File: config.mk
export PLATFORM = sky130hd
export DESIGN_NAME = mem_block_mover
export DESIGN_NICKNAME = d
export VERILOG_FILES = /design/src/rtl/mem_block_mover.sv
export SDC_FILE = /design/constraint.sdc
export NUM_CORES = 1
export LEC_CHECK = 0
export ABC_AREA = 1
export ABC_CLOCK_PERIOD_IN_PS = 4100
export BUFFER_PORTS_ARGS = -buffer_cell sky130_fd_sc_hd__buf_2
export CORE_MARGIN = 2
export CORE_UTILIZATION = 50
export CTS_CLUSTER_SIZE = 40
export DETAILED_ROUTE_END_ITERATION = 12
export GPL_ROUTABILITY_DRIVEN = 1
export PLACE_DENSITY = 0.75
export RECOVER_POWER = 50
export SYNTH_ARGS = -nofsm -noshare
export SYNTH_HDL_FRONTEND = slang
export SYNTH_SLANG_ARGS = --single-unit
export TNS_END_PERCENT = 5
File: constraint.sdc
create_clock -name clk -period 4.1 [get_ports clk]
set_input_delay 0.82 -clock clk [delete_from_list [all_inputs] [get_ports clk]]
set_output_delay 0.82 -clock clk [all_outputs]
set_load 0.03 [all_outputs]
File: src/rtl/mem_block_mover.sv
// Bus-master block mover: copies or fills a run of bytes in the single-port data memory.
// Memory strobes are decoded from registered state, so they stay glitch-free through each cycle.
module mem_block_mover (
  input  logic       clk,
  input  logic       reset_n,
  input  logic       Start,
  input  logic       Mode,
  input  logic [7:0] SrcAddr,
  input  logic [7:0] DstAddr,
  input  logic [7:0] Length,
  input  logic [7:0] FillByte,
  input  logic       Abort,
  input  logic [7:0] DataOut,
  output logic [7:0] DataAddress,
  output logic       ReadMem,
  output logic       WriteMem,
  output logic [7:0] DataIn,
  output logic       Busy,
  output logic       Done,
  output logic       Aborted,
  output logic [7:0] BytesDone,
  output logic [7:0] Checksum
);

  typedef enum logic [1:0] {IDLE, RD, WR, DONE} state_t;

  state_t     state_q;
  logic       mode_q;
  logic [7:0] src_q;
  logic [7:0] dst_q;
  logic [7:0] len_q;
  logic [7:0] fill_q;
  logic [7:0] hold_q;
  logic [7:0] bytes_q;
  logic [7:0] sum_q;
  logic       aborted_q;

  logic [7:0] bytes_d;
  logic [7:0] wrData;

  assign bytes_d = bytes_q + 8'd1;
  assign wrData  = mode_q ? fill_q : hold_q;

  always_ff @(posedge clk) begin
    if (!reset_n) begin
      state_q   <= IDLE;
      mode_q    <= 1'b0;
      src_q     <= 8'd0;
      dst_q     <= 8'd0;
      len_q     <= 8'd0;
      fill_q    <= 8'd0;
      hold_q    <= 8'd0;
      bytes_q   <= 8'd0;
      sum_q     <= 8'd0;
      aborted_q <= 1'b0;
    end else begin
      case (state_q)
        IDLE: begin
          if (Start) begin
            mode_q    <= Mode;
            src_q     <= SrcAddr;
            dst_q     <= DstAddr;
            len_q     <= Length;
            fill_q    <= FillByte;
            bytes_q   <= 8'd0;
            sum_q     <= 8'd0;
            aborted_q <= 1'b0;
            if (Length == 8'd0)
              state_q <= DONE;
            else if (Mode)
              state_q <= WR;
            else
              state_q <= RD;
          end
        end
        RD: begin
          if (Abort) begin
            aborted_q <= 1'b1;
            state_q   <= DONE;
          end else begin
            hold_q  <= DataOut;
            state_q <= WR;
          end
        end
        WR: begin
          // The write in flight always commits, even when Abort arrives with it.
          src_q   <= src_q + 8'd1;
          dst_q   <= dst_q + 8'd1;
          bytes_q <= bytes_d;
          sum_q   <= sum_q + wrData;
          if (Abort) begin
            aborted_q <= 1'b1;
            state_q   <= DONE;
          end else if (bytes_d == len_q)
            state_q <= DONE;
          else if (mode_q)
            state_q <= WR;
          else
            state_q <= RD;
        end
        DONE:    state_q <= IDLE;
        default: state_q <= IDLE;
      endcase
    end
  end

  always_comb begin
    DataAddress = 8'd0;
    ReadMem     = 1'b0;
    WriteMem    = 1'b0;
    DataIn      = 8'd0;
    case (state_q)
      RD: begin
        DataAddress = src_q;
        ReadMem     = 1'b1;
      end
      WR: begin
        DataAddress = dst_q;
        WriteMem    = 1'b1;
        DataIn      = wrData;
      end
      default: ;
    endcase
  end

  assign Busy      = (state_q != IDLE);
  assign Done      = (state_q == DONE);
  assign Aborted   = aborted_q;
  assign BytesDone = bytes_q;
  assign Checksum  = sum_q;

endmodule

Word level (Yosys, flattened, before mapping):

Index checks and enable logic that the tools add are counted.

* bitwise logic cells: 1
* muxes and demuxes: 23
* add/sub/neg operators: 4
* reductions and logical operators: 10
* equality and inequality tests: 6

Operators by type and width (number)
* 8-bit case mux with 2 select lines: 5
* 8-bit 2-to-1 mux: 5
* 8-bit by 1-bit adder with 8-bit output, second input constant: 3
* 2-bit 2-to-1 mux: 6
* 8-bit adder: 1
* 8-bit equality test: 1
* 8-bit zero test: 1
* 2-bit case mux with 4 select lines: 1
* 2-bit AND reduction: 3
* 2-bit nonzero test: 3
* 1-bit 2-to-1 mux: 5
* 2-bit equality test, second input constant: 2
* 3-bit AND reduction: 1
* 2-bit by 1-bit equality test with 1-bit output, second input constant: 1
* 2-bit zero test: 1
* 2-bit by 1-bit inequality test with 1-bit output, second input constant: 1
* 2-bit inequality test, second input constant: 1
* 1-bit case mux with 2 select lines: 1
* 2-bit OR reduction: 1
* 1-bit inverter: 1

* word-level logic and storage cells: 54
* output and inout port bits: 37
* register bits after elaboration: 60

Depth between registers and ports, before layout:

* depth in word-level cells: 5
* mapped depth: 15
* depth with buffers taken out: 14

Worst setup path after synthesis:

Ideal clock, no wire load.

* path kind: flip-flop to output port
* from: reg state_q[0]
* to: out DataAddress[6]
* cell stages (with the launch flop): 6
* path buffers: 1
* slack: 1568 ps
* data arrival time: 1712 ps
* path through: dfxtp_1 -> inv_1 -> ha_1 -> clkbuf_1 -> nand2_1 -> a21oi_1

* word-level cells in the longest chain between the ends: 2

RTL lines
* start, declared: RTL line 27 `state_t state_q;`
* start signal, assigned: RTL line 46 `state_q <= IDLE;`
* start signal, assigned: RTL line 69 `state_q <= DONE;`
* start signal, assigned: RTL line 71 `state_q <= WR;`
* 2-bit equality test or 2-bit by 1-bit equality test with 1-bit output (tied branches): RTL line 112 `case (state_q)`
* 8-bit case mux with 2 select lines (*): RTL line 112
* end, declared: RTL line 14 `output logic [7:0] DataAddress,`

Mark *: on every way between the ends. The rest lies on a longest branch, timed or not.

Worst setup path in the final report:

* from: reg state_q[0]
* to: reg src_q[1]

* word-level cells in the longest chain between the ends: 3

RTL lines
* 2-bit equality test or 2-bit zero test (tied branches): RTL line 57 `case (state_q)`
* 2-bit nonzero test (no source line) or 2-bit inequality test (tied branches)
* 2-bit AND reduction (no source line)
* end signal, assigned: RTL line 61 `src_q <= SrcAddr;`
* end signal, assigned: RTL line 87 `src_q <= src_q + 8'd1;`
* end, declared: RTL line 29 `logic [7:0] src_q;`

Several ways; a longest one is shown, not always the timed one.
A chain may end at the register's enable or synchronous reset.

==> impl_metrics.yaml <==
route:
  drt_first_iter_violations: 191
  route.vias.total: 3571
  detail_route.drc_violations: 0
  dr.pass1.iters: 5
  viasPerCell: 5.42
  drt-total-wl_um: 8840
  avgRoutedWirePerCell_um: 13.4
  postRouteAntennaNets: 0
die:
  die-width_um: 86.5
  effective_utilization_at_floorplan_pct: 51.0
  fp.coreArea_um2: 6680
  boundaryPins: 82
  rows: 30
  floorplan.die.height_um: 86.5
  die_area_um2: 7490
place:
  total_placed_instance_area_um2: 3840
  placement.io_buffers: 81
  place.detailed.hpwl_um: 6330
  gp_congestion: 0.816
cts:
  cts_hold_buf: 0
  tritoncts: "yes"
  cts.repair.resized: 0
  htree_num_levels: 3
  cts.sink_count: 60
  buffer_type_at_the_clock_tree_root: "sky130_fd_sc_hd__clkbuf_8"
  tritoncts.num_buffers: 9
  postCtsSetupBuffers: 0
  cts-root-to-sink-buffers: 2
  clk-insertion-delay-late_ns: 0.34
  clkTransAtPathRegs_ns: 0.07
logic_synthesis:
  number_of_synthesized_register_bits: 60
  netlist.area_leader.share_pct: 35.3
  synth.lib_cells_used.distinct: 40
  synth.yosys.warnings: 0
  avgSynthCellArea_um2: 6.80
  post-synth-top-area-cell: "sky130_fd_sc_hd__dfxtp_1"
  sequential_area_share_after_synthesis_pct: 35.3
  synth_top_cells_by_area: "sky130_fd_sc_hd__dfxtp_1, sky130_fd_sc_hd__nand2_1, sky130_fd_sc_hd__a21oi_1"
  synth.net_count: 561
  syn-cell-area_um2: 3410
  synth_cells: 501
critical_path:
  timing.critical_path.slowest_stage_cell: "sky130_fd_sc_hd__nor2_4"
  critPathCaptureType: "flip-flop"
  timing.critical_path.cells: "inv_1 -> ha_1 -> nand2_1 -> inv_1 -> nor2_4 -> inv_2 -> o21ai_0 -> a31oi_1"
  worst-endpoint-arrival_ns: 3.34
  timing.critical_path.slowest_cell_delay_ns: 0.65
  cp_common_cell: "sky130_fd_sc_hd__inv_1"
  critical_path_required_ns: 4.30
  critical_path.startpoint_type: "flip-flop"
  crit_fanout: 27
  path_class: "reg -> reg"
  crit_family: "simple AND/OR/NAND/NOR gates"
  critical_path_buf_inv_count: 3
timing:
  finClkSkew_ns: 0.00959
  max_transition_margin_pct: 19.9
  timing_hold_violations_final: 0
  final-setup-viol-count: 0
  fin_crit_sh_pct: 76.6
  max_clock_freq_mhz: 318
  worst-slew-pin-transition_ns: 1.20
  rsz0062_at_grt: "no"
  hold-worst-slack_ns: 0.476
  layout_min_cycle_time_ns: 3.14
  finalSetupTns_ns: 0
  finalMaxSlewViolations: 0
global_route:
  groute.usage.overall_pct: 24.5
  antenna_violations_before_repair: 0
  grt_pass1_wl_um: 14600
  vias_in_the_first_global_route: 3189
  grt_max_degree: 35
  gr-total-overflow: 0
final_layout:
  antenna_cells: 0
  nets: 634
  syn_to_final_growth_pct: 17.8
  drive_above_1_share_pct: 17.1
  postLayoutCellArea_um2: 4010
power:
  leakagePower_nw: 1.70
  finalPower_w: 0.00151
  cellPowerDensity_nw_per_um2: 376
  worst_ir_drop_vdd_mv: 0.296
outcome:
  run_status: "complete, no violations"
run:
  cap_violations: 0
worst_hold_path:
  hold_class: "reg -> reg"
## area by class of cell
class | count | area [µm²]
clock buffer | 12 | 155
clock inverter | 4 | 47.5
fill | 672 | 2670
inverter | 34 | 128
multi-input combinational | 386 | 1990
sequential | 60 | 1200
tap | 80 | 100
timing repair buffer | 83 | 394
## worst paths after layout
kind                            cells past startpoint  slack [ns]       end       start
worst max-delay path                                8        0.96  src_q[1]  state_q[0]
worst min-delay path                                2        0.48  len_q[6]    len_q[6]
worst max register to register                      8        0.96  src_q[1]  state_q[0]
worst min register to register                      2        0.48  len_q[6]    len_q[6]
## sequential cells by signal (all words and copies together) (netlist names)
register	count
Aborted	1
BytesDone	8
Checksum	8
dst_q	8
fill_q	8
hold_q	8
len_q	8
mode_q	1
src_q	8
state_q	2
## per-layer routing
metal / vias up / global-route usage (%) / share of wire (%)
met5: - / 0 / 0
met2: 114 / 37.3 / 44
li1: 1822 / - / -
met1: 1625 / 35.3 / 48
met3: 10 / 3.81 / 6.4
met4: 0 / 8.95 / 1.2
## cell families after synthesis
group	count (synthesis)	synth area share (%)
mux	1	0.294
simple gates	237	30.1
buf+inv	55	6.36
fa+ha+maj	15	5.73
xor+xnor	5	1.29
flops	60	35.3
compound gates	128	21.0
## worst register-to-register path, cell delays in order (launching register included)
cell,delay (ns)
sky130_fd_sc_hd__dfxtp_1,0.36
sky130_fd_sc_hd__inv_1,0.09
sky130_fd_sc_hd__ha_1,0.28
sky130_fd_sc_hd__nand2_1,0.57
sky130_fd_sc_hd__inv_1,0.42
sky130_fd_sc_hd__nor2_4,0.65
sky130_fd_sc_hd__inv_2,0.33
sky130_fd_sc_hd__o21ai_0,0.24
sky130_fd_sc_hd__a31oi_1,0.06
## metrics by stage
step,worst slack [ns],std cells,util [%]
floorplan,1.57,501,-
global placement,1.35,643,57.4
detailed placement,1.27,643,57.4
CTS,1.15,659,60.5
global route,0.656,659,60.0
finish,0.959,659,60.0
## synthesized netlist by cell type
library cell                instances
sky130_fd_sc_hd__nand4_1            2
sky130_fd_sc_hd__o22ai_1            3
sky130_fd_sc_hd__inv_2              3
sky130_fd_sc_hd__o211ai_1           3
sky130_fd_sc_hd__o21ai_0           40
sky130_fd_sc_hd__a211oi_1           6
sky130_fd_sc_hd__o221ai_1           1
sky130_fd_sc_hd__nand3b_1           1
sky130_fd_sc_hd__nor2_4             4
sky130_fd_sc_hd__a2bb2oi_1          1
sky130_fd_sc_hd__a31oi_1            5
sky130_fd_sc_hd__a31o_2             1
sky130_fd_sc_hd__o21ai_1            1
sky130_fd_sc_hd__nor2_1            58
sky130_fd_sc_hd__dfxtp_1           60
sky130_fd_sc_hd__a21oi_2            2
sky130_fd_sc_hd__xor2_1             2
sky130_fd_sc_hd__clkinv_1           1
sky130_fd_sc_hd__o21bai_2           1
sky130_fd_sc_hd__or2_0              1
sky130_fd_sc_hd__nor2_2             4
sky130_fd_sc_hd__nand2_2            3
sky130_fd_sc_hd__o21ai_2            1
sky130_fd_sc_hd__mux2i_1            1
sky130_fd_sc_hd__inv_1             30
sky130_fd_sc_hd__ha_1              14
sky130_fd_sc_hd__or2_1              2
sky130_fd_sc_hd__nand2_1          123
sky130_fd_sc_hd__a21oi_1           60
sky130_fd_sc_hd__clkbuf_1          13
sky130_fd_sc_hd__xnor2_1            3
sky130_fd_sc_hd__nor4_1             1
sky130_fd_sc_hd__nand3_2            4
sky130_fd_sc_hd__buf_2              8
sky130_fd_sc_hd__nor3_1             4
sky130_fd_sc_hd__a221oi_1           2
sky130_fd_sc_hd__or2_2              1
sky130_fd_sc_hd__o211a_1            1
sky130_fd_sc_hd__nand3_1           29
sky130_fd_sc_hd__fa_1               1
## cells in the final DEF (no fill, tap or decap), drive strengths merged, types with 2 or more instances in the layout
cell and n:
a211oi 6, a21oi 62, a221oi 2, a31oi 5
buf 62, clkbuf 33, clkinv 3, dfxtp 60
ha 14, inv 33, nand2 126, nand3 33
nand4 2, nor2 66, nor3 4, o211ai 3
o21ai 42, o22ai 3, or2 4, xnor2 3
xor2 2
## where the power goes
part	leakage, nW	switching [W]	internal, W	total, W
Clock	0.102	0.000237	0.000312	0.000550
Combinational	1.11	0.000190	0.0000946	0.000285
Sequential	0.492	0.0000429	0.000631	0.000674
No activity file was read; power rests on OpenSTA's default activity.
